File: config.mk
export PLATFORM = sky130hd
export DESIGN_NAME = fifo_umbrales
export DESIGN_NICKNAME = d
export VERILOG_FILES = /design/src/rtl/fifo_umbrales_pkg.sv /design/src/rtl/fifo_umbrales.sv
export SDC_FILE = /design/constraint.sdc
export NUM_CORES = 1
export LEC_CHECK = 0
export CORE_MARGIN = 2
export CORE_UTILIZATION = 40
export DETAILED_ROUTE_END_ITERATION = 7
export GPL_ROUTABILITY_DRIVEN = 0
export GPL_TIMING_DRIVEN = 0
export SYNTH_ARGS = -nofsm -noshare
export SYNTH_HDL_FRONTEND = slang
export SYNTH_SLANG_ARGS = --single-unit
File: constraint.sdc
create_clock -name clk -period 3.9 [get_ports clk]
set_input_delay 0.78 -clock clk [delete_from_list [all_inputs] [get_ports clk]]
set_output_delay 0.78 -clock clk [all_outputs]
set_load 0.005 [all_outputs]
File: src/rtl/fifo_umbrales_pkg.sv
// fifo_umbrales_pkg: shared FIFO geometry defaults and status bundle for the port buffers, arbiter and benches.
package fifo_umbrales_pkg;

    localparam int FU_DATA_WIDTH = 10;
    localparam int FU_ADDR_WIDTH = 3;
    localparam int FU_DEPTH      = 2 ** FU_ADDR_WIDTH;

    typedef struct packed {
        logic full;
        logic empty;
        logic almost_full;
        logic almost_empty;
    } fifo_status_t;

endpackage

File: src/rtl/fifo_umbrales.sv
// fifo_umbrales: per-port synchronous FIFO with registered read data, occupancy thresholds
// and sticky overflow/underflow flags.
module fifo_umbrales
    import fifo_umbrales_pkg::*;
#(
    parameter int DATA_WIDTH = FU_DATA_WIDTH,
    parameter int ADDR_WIDTH = FU_ADDR_WIDTH,
    parameter int DEPTH      = FU_DEPTH
) (
    input  logic                  clk,
    input  logic                  reset,
    input  logic                  push,
    input  logic                  pop,
    input  logic [DATA_WIDTH-1:0] data_in,
    input  logic [ADDR_WIDTH:0]   umbral_alto,
    input  logic [ADDR_WIDTH:0]   umbral_bajo,
    output logic [DATA_WIDTH-1:0] data_out,
    output logic                  full,
    output logic                  empty,
    output logic                  almost_full,
    output logic                  almost_empty,
    output logic                  error_push,
    output logic                  error_pop
);

    localparam logic [ADDR_WIDTH:0]   CNT_FULL = (ADDR_WIDTH + 1)'(DEPTH);
    localparam logic [ADDR_WIDTH:0]   CNT_ONE  = (ADDR_WIDTH + 1)'(1);
    localparam logic [ADDR_WIDTH-1:0] PTR_ONE  = ADDR_WIDTH'(1);

    logic [DATA_WIDTH-1:0] mem [DEPTH];
    logic [ADDR_WIDTH-1:0] wr_ptr;
    logic [ADDR_WIDTH-1:0] rd_ptr;
    logic [ADDR_WIDTH:0]   count;
    logic                  push_ok;
    logic                  pop_ok;
    fifo_status_t          st;

    // Flags depend on registered occupancy and live thresholds only.
    always_comb begin
        st.full         = count == CNT_FULL;
        st.empty        = count == '0;
        st.almost_full  = count >= umbral_alto;
        st.almost_empty = count <= umbral_bajo;
    end

    assign full         = st.full;
    assign empty        = st.empty;
    assign almost_full  = st.almost_full;
    assign almost_empty = st.almost_empty;

    // A pop on full frees the slot the same-cycle push lands in.
    assign pop_ok  = pop & ~st.empty;
    assign push_ok = push & (~st.full | pop_ok);

    always_ff @(posedge clk) begin
        if (push_ok)
            mem[wr_ptr] <= data_in;
    end

    always_ff @(posedge clk or posedge reset) begin
        if (reset) begin
            wr_ptr     <= '0;
            rd_ptr     <= '0;
            count      <= '0;
            data_out   <= '0;
            error_push <= 1'b0;
            error_pop  <= 1'b0;
        end else begin
            wr_ptr     <= push_ok ? wr_ptr + PTR_ONE : wr_ptr;
            rd_ptr     <= pop_ok ? rd_ptr + PTR_ONE : rd_ptr;
            count      <= count + (push_ok ? CNT_ONE : '0) - (pop_ok ? CNT_ONE : '0);
            data_out   <= pop_ok ? mem[rd_ptr] : data_out;
            error_push <= error_push | (push & ~push_ok);
            error_pop  <= error_pop | (pop & ~pop_ok);
        end
    end

endmodule

==> results of run 1 <==
## layer usage
layer | vias up | share of wire, % | global-route usage (%)
li1 | 1150 | - | -
met1 | 1146 | 46 | 21.75
met2 | 55 | 47 | 26.27
met3 | 9 | 5.3 | 3.935
met4 | 0 | 1.3 | 4.121
met5 | - | 0 | 0
## sequential cells by signal, summed over array words and instances, names as in the netlist
| register | count |
|---|---|
| mem | 80 |
| wr_ptr | 3 |
| count | 4 |
| rd_ptr | 3 |
| error_push | 1 |
| data_out | 10 |
| error_pop | 1 |
## stage by stage
| stage | worst slack (ns) | hold WS (ns) | utilization [%] | std cells | cell area (sq um) |
|---|---|---|---|---|---|
| final | 0.4305 | 0.4809 | 48.65 | 476 | 5045 |
| after global routing | 0.3529 | 0.5080 | 48.65 | 476 | 5045 |
| after CTS | 0.4243 | 0.4775 | 48.65 | 476 | 5045 |
| after detailed placement | 0.4328 | 0.4543 | 46.74 | 460 | 4847 |
| after global placement | 0.3553 | 0.4399 | 46.43 | 458 | 4815 |
| after floorplan | 1.430 | 0.4510 | - | 285 | 4274 |
## worst min-delay path, stage by stage, from the launching register on
cell,delay (ns)
dfrtp_1,0.35
nand2_1,0.05
nand2_1,0.05
## layout by cell type, fill, tap and decap left out, drive strengths merged, types with 10 or more instances in the layout
master	n
edfxtp	80
dfrtp	22
inv	14
nand3	10
nand2	33
a22oi	20
clkdlybuf4s50	37
mux2i	40
clkbuf	12
ha	15
buf	10
## power breakdown
group	switching (mW)	internal (mW)	total, mW
sequential	0.125	1.41	1.54
clock	0.358	0.303	0.660
combinational	0.661	0.589	1.25
total	1.14	2.31	3.45
## logic make-up (layout without fill, tap and decap cells)
logic type | Yosys count | count (layout) | synth area share, %
DFF | 102 | 102 | 69.09
and+or+nand+nor | 67 | 67 | 7.495
muxes | 40 | 40 | 9.368
AOI/OAI and AO/OA | 33 | 33 | 5.737
buffers and inverters | 22 | 77 | 2.430
adders and majority gates | 16 | 16 | 4.860
xor gates and xnor gates | 5 | 5 | 1.025
## area by class of cell
cell class | instances | area (sq um) | share of cell area [%]
buffer | 10 | 58.81 | 1.166
sequential | 102 | 2953 | 58.53
clock inverter | 6 | 70.07 | 1.389
clock buffer | 10 | 127.6 | 2.530
timing repair buffer | 39 | 392.9 | 7.788
multi-input combinational | 161 | 1227 | 24.33
tap | 136 | 170.2 | 3.373
inverter | 12 | 45.04 | 0.8929
## worst paths after layout
| path | cells past startpoint | start | slack (ns) | end |
|---|---|---|---|---|
| setup / recovery | 8 | umbral_bajo[1] | 0.43 | almost_empty |
| hold / removal | 2 | data_out[5]$_DFFE_PP0N_ | 0.48 | data_out[5]$_DFFE_PP0N_ |
| setup reg to reg | 6 | count[2]$_DFF_PP0_ | 1.35 | mem[3][3]$_DFFE_PP_ |
| hold reg to reg | 2 | data_out[5]$_DFFE_PP0N_ | 0.48 | data_out[5]$_DFFE_PP0N_ |
| max in group asynchronous | 2 | reset | 2.34 | data_out[3]$_DFFE_PP0N_ |
| min in group asynchronous | 2 | reset | 0.95 | rd_ptr[2]$_DFFE_PP0N_ |
==> results by group, run 1 <==
Status
  • Status: finished clean

Floorplan
  • I/O Pins: 38
  • Initial core utilization: 41.22%
  • Die Area: 0.01153 sq mm
  • Row cnt: 37
  • Core area: 0.01037 sq mm
  • Die Height: 107.4 um
  • Die X: 107.4 um

STA
  • Slew headroom: 17.99%
  • TNS Setup: 0 ns
  • Actual slew at the worst max-slew pin: 1.226 ns
  • Pins Over Slew Limit: 0
  • RSZ-0062 raised after global routing: no
  • Fmax: 0.2882 GHz
  • Final Cycle Share: 88.96%
  • Final setup violation count: 0
  • Min Tclk post-route: 3.470 ns
  • Fin. Hold Viols: 0
  • Clk_skew: 0.01384 ns

Clock tree
  • Cts hold-fix bufs: 0
  • Root buffer cell: clkbuf_8
  • Clk slew on worst S/H paths: 0.09 ns
  • Worst skew pair latency: 0.36 ns
  • Htree depth: 3
  • Clock Tree Buf Depth: 2
  • CTS tree: built
  • Post-CTS sizing: 0
  • Setup fix buffers added after clock tree synthesis: 0
  • Total clock sinks: 102
  • Clock buffer count from CTS: 9

Detailed routing
  • Iteration-0 DRC Markers: 171
  • Drt via density: 4.958
  • Pre-antenna DRT Iters: 4
  • Routed len/inst: 18.12 um
  • Via count: 2360
  • Final wirelength: 8627 um
  • Post-route DRC violation count: 0
  • ANT nets after route: 0

Logic synthesis
  • Flops & latches, synth: 102
  • Most frequent cells after synthesis: edfxtp_1 (80), mux2i_1 (40), nand2_1 (32), dfrtp_1 (22), a22oi_1 (20)
  • Post-synth top area share: 56.21%
  • Syn Nets: 323
  • Post-synth cell types: 31
  • Syn. warnings: 0
  • Most frequently used flop master after synthesis: edfxtp_1
  • Syn Area/Cell: 15.00 sq um
  • Most frequent cell after synthesis: edfxtp_1
  • Post-Syn Area: 0.004274 sq mm
  • Area leader, netlist: edfxtp_1
  • Register area share after synthesis: 69.09%
  • Mapped Cells: 285
  • Post-synth ARST share: 21.57%
  • EDFF count, synth: 80
  • Top area cells in the synthesized netlist: edfxtp_1 (56%), dfrtp_1 (13%), mux2i_1 (9.4%)

Layout
  • # fillers: 916
  • # diodes: 0
  • Share of cells above drive strength 1: 9.118%
  • Fin nets: 373
  • Layout area overhead: 18.03%

Power and ir drop
  • VDD IR max: 0.3174 mV
  • Design Power: 3.451 mW
  • Power per cell area: 684.1 mW/mm^2
  • Static leakage: 1.965 nW

GRT
  • Grt total ovfl: 0
  • Initial antenna violation count: 0
  • Largest net degree at the start of global routing: 23
  • First-pass GRT wire length: 13380 um
  • Vias in the first global route: 2413
  • Gr usage total: 16.10%

Critical path
  • Critical path class: primary input to output port
  • Slowest stage cell, crit path: clkdlybuf4s50_1
  • Worst Path Arrival: 2.69 ns
  • Largest stage delay on the critical path: 0.52 ns
  • Critical path launch point type: primary input
  • CP max FO: 2
  • Worst Path Buf+Inv: 3
  • Worst path required time: 3.12 ns
  • Cell chain of the critical path: clkdlybuf4s50_1 > inv_1 > ha_1 > nor2b_1 > o21a_1 > o21a_1 > o21ai_0 > clkdlybuf4s50_1
  • CP Capture Type: output port
  • Critical path's top delay family: buffers and inverters

Placed design
  • Hpwl dp: 5435 um
  • I/O Buffers: 37

Min path
  • Hold Crit Class: register to register

Job
  • Max Cap Violations: 0
(Power assumes the default switching activity.)
==> run 2: changes to the inputs <==
CORE_MARGIN = 1.5   (was 2)
==> run 2 against run 1 <==
Net effect: critical path depth unchanged; hold slack worse by 0.016 ns; clock skew down 0.0036 ns; clock power down 5.5%; total power down 1.1%; via count up 0.93%; cell count unchanged; final area down 0.35%; combinational power about the same; maximum frequency down 0.75%; critical endpoint unchanged; largest cell class unchanged; highest routed layer unchanged.
==> results by group, run 2 (synthesis results as in run 1) <==
Floorplan
  • Die Area: 0.01131 sq mm (was 0.01153 sq mm)
  • Die X: 106.4 um (was 107.4 um)
  • Core area: 0.01032 sq mm (was 0.01037 sq mm)
  • Die Height: 106.4 um (was 107.4 um)
  • Initial core utilization: 41.40% (was 41.22%)
  • Row cnt: 37 (unchanged)
  • I/O Pins: 38 (unchanged)

Layout
  • Fin nets: 373 (unchanged)
  • Most common cell after layout, fill and taps aside: edfxtp_1 (unchanged)
  • Largest regs: mem: 80 flops, data_out: 10 flops, count: 4 flops (unchanged)
  • # diodes: 0 (unchanged)
  • # fillers: 892 (was 916)
  • Commonest non-fill, non-tap cells in the layout: edfxtp_1 (80), mux2i_1 (40), clkdlybuf4s50_1 (37) (unchanged)
  • Final Instance Count excl. Fillers: 476 (unchanged)
  • Layout area overhead: 17.62% (was 18.03%)
  • Fin util: 48.70% (was 48.65%)
  • Max FFs per register: 80 (unchanged)
  • Share of cells above drive strength 1: 9.118% (unchanged)
  • Largest Register: mem (unchanged)

Power and ir drop
  • Static leakage: 1.956 nW (was 1.965 nW)
  • Net Switching: 1.168 mW (was 1.144 mW)
  • Seq pwr share: 45.2% (was 44.6%)
  • Sw frac: 34.21% (was 33.16%)
  • Power per cell area: 679.2 mW/mm^2 (was 684.1 mW/mm^2)
  • VDD IR max: 0.3261 mV (was 0.3174 mV)
  • Clk pwr share: 18.3% (was 19.1%)
  • Pint: 2.246 mW (was 2.307 mW)
  • Logic pwr share: 36.5% (was 36.2%)

GRT
  • Largest net degree at the start of global routing: 23 (unchanged)
  • First-pass GRT wire length: 13290 um (was 13380 um)
  • Gr usage total: 16.45% (was 16.10%)
  • Grt total ovfl: 0 (unchanged)
  • Initial antenna violation count: 0 (unchanged)
  • Vias in the first global route: 2402 (was 2413)

STA
  • Fmax: 0.2861 GHz (was 0.2882 GHz)
  • TNS Setup: 0 ns (unchanged)
  • Hold_ws: 0.4652 ns (was 0.4809 ns)
  • Clk_skew: 0.01024 ns (was 0.01384 ns)
  • Slew headroom: 23.66% (was 17.99%)
  • Pins Over Slew Limit: 0 (unchanged)
  • Final WS setup: 0.4044 ns (was 0.4305 ns)
  • Min Tclk post-route: 3.496 ns (was 3.470 ns)
  • RSZ-0062 raised after global routing: no (unchanged)
  • Final Cycle Share: 89.63% (was 88.96%)
  • Actual slew at the worst max-slew pin: 1.141 ns (was 1.226 ns)
  • Final setup violation count: 0 (unchanged)
  • Fin. Hold Viols: 0 (unchanged)

Detailed routing
  • Pre-antenna DRT Iters: 4 (unchanged)
  • Post-route DRC violation count: 0 (unchanged)
  • Drt via density: 5.004 (was 4.958)
  • Via count: 2382 (was 2360)
  • Routed len/inst: 18.07 um (was 18.12 um)
  • ANT nets after route: 0 (unchanged)
  • Final wirelength: 8601 um (was 8627 um)
  • Iteration-0 DRC Markers: 116 (was 171)

Min path
  • Hold Crit Class: register to register (unchanged)

Clock tree
  • Worst skew pair latency: 0.37 ns (was 0.36 ns)
  • Total clock sinks: 102 (unchanged)
  • Clock Tree Buf Depth: 2 (unchanged)
  • Setup fix buffers added after clock tree synthesis: 0 (unchanged)
  • Root buffer cell: clkbuf_8 (unchanged)
  • Clk slew on worst S/H paths: 0.10 ns (was 0.09 ns)
  • Clock buffer count from CTS: 9 (unchanged)
  • Htree depth: 3 (unchanged)
  • Post-CTS sizing: 0 (unchanged)
  • Cts hold-fix bufs: 0 (unchanged)
  • CTS tree: built (unchanged)

Placed design
  • Hpwl dp: 5411 um (was 5435 um)
  • DP Cell Count: 460 (unchanged)
  • Setup slack at placement: 0.3947 ns (was 0.4328 ns)
  • I/O Buffers: 37 (unchanged)

Status
  • Status: finished clean (unchanged)

Critical path
  • Worst path required time: 3.12 ns (about the same)
  • Worst Path Arrival: 2.72 ns (was 2.69 ns)
  • CP max FO: 2 (unchanged)
  • CP Capture Type: output port (unchanged)
  • Critical path class: primary input to output port (unchanged)
  • Critical path launch point type: primary input (unchanged)

Job
  • Max Cap Violations: 0 (unchanged)
-- run 2: changes by cell type in the layout (fill, tap and decap cells not counted), sizes merged --
cell and delta:
bufinv -1, inv +1
-- run 2: metal layers --
metal	vias up	share of wire, %	global-route usage, %
met4	0	1.5	5.985
met5	-	0	0
met1	1171	47	21.70
met2	46	48	26.77
li1	1154	-	-
met3	11	3.5	3.556
-- run 2: area by class of cell --
type / count / area (sq um) / share of cell area (%)
timing repair buffer: 39 / 392.9 / 7.815
clock buffer: 10 / 127.6 / 2.539
sequential: 102 / 2953 / 58.74
buffer: 10 / 58.81 / 1.170
multi-input combinational: 161 / 1227 / 24.42
tap: 136 / 170.2 / 3.385
clock inverter: 6 / 52.55 / 1.045
inverter: 12 / 45.04 / 0.8960
-- run 2: worst paths after layout --
path,start,endpoint,slack (ns),depth (start not counted)
max,umbral_bajo[1],almost_empty,0.40,8
min,error_pop$_DFF_PP0_,error_pop$_DFF_PP0_,0.47,1
max reg2reg,count[2]$_DFF_PP0_,mem[7][7]$_DFFE_PP_,1.43,6
min reg2reg,error_pop$_DFF_PP0_,error_pop$_DFF_PP0_,0.47,1
max in group asynchronous,reset,wr_ptr[0]$_DFFE_PP0P_,2.36,2
min in group asynchronous,reset,data_out[9]$_DFFE_PP0N_,0.93,2
-- run 2: metrics by stage --
stage / power (mW) / cell area (sq um)
floorplan: 2.334 / 4274
global placement: 2.783 / 4815
detailed placement: 2.833 / 4847
CTS: 3.450 / 5027
global route: 3.637 / 5027
finish: 3.415 / 5027
-- run 2: critical path: stages --
cell	delay (ns)
clkdlybuf4s50_1	0.45
inv_1	0.04
ha_1	0.29
nor2b_1	0.13
o21a_1	0.16
o21a_1	0.16
o21ai_0	0.17
clkdlybuf4s50_1	0.53
-- run 2: power groups by stage --
stage	Clock [mW]	Combinational (mW)	Sequential (mW)
after floorplan	0	0.794	1.54
after CTS	0.637	1.27	1.55
after global placement	0	1.23	1.56
after global routing	0.683	1.38	1.57
after detailed placement	0	1.26	1.57
final	0.624	1.25	1.54
==> run 3: changes to the inputs <==
SLEW_MARGIN = 10   (was default)
==> results of run 3 <==
Same layout as run 2: the final DEF is identical, and so are final timing and power.
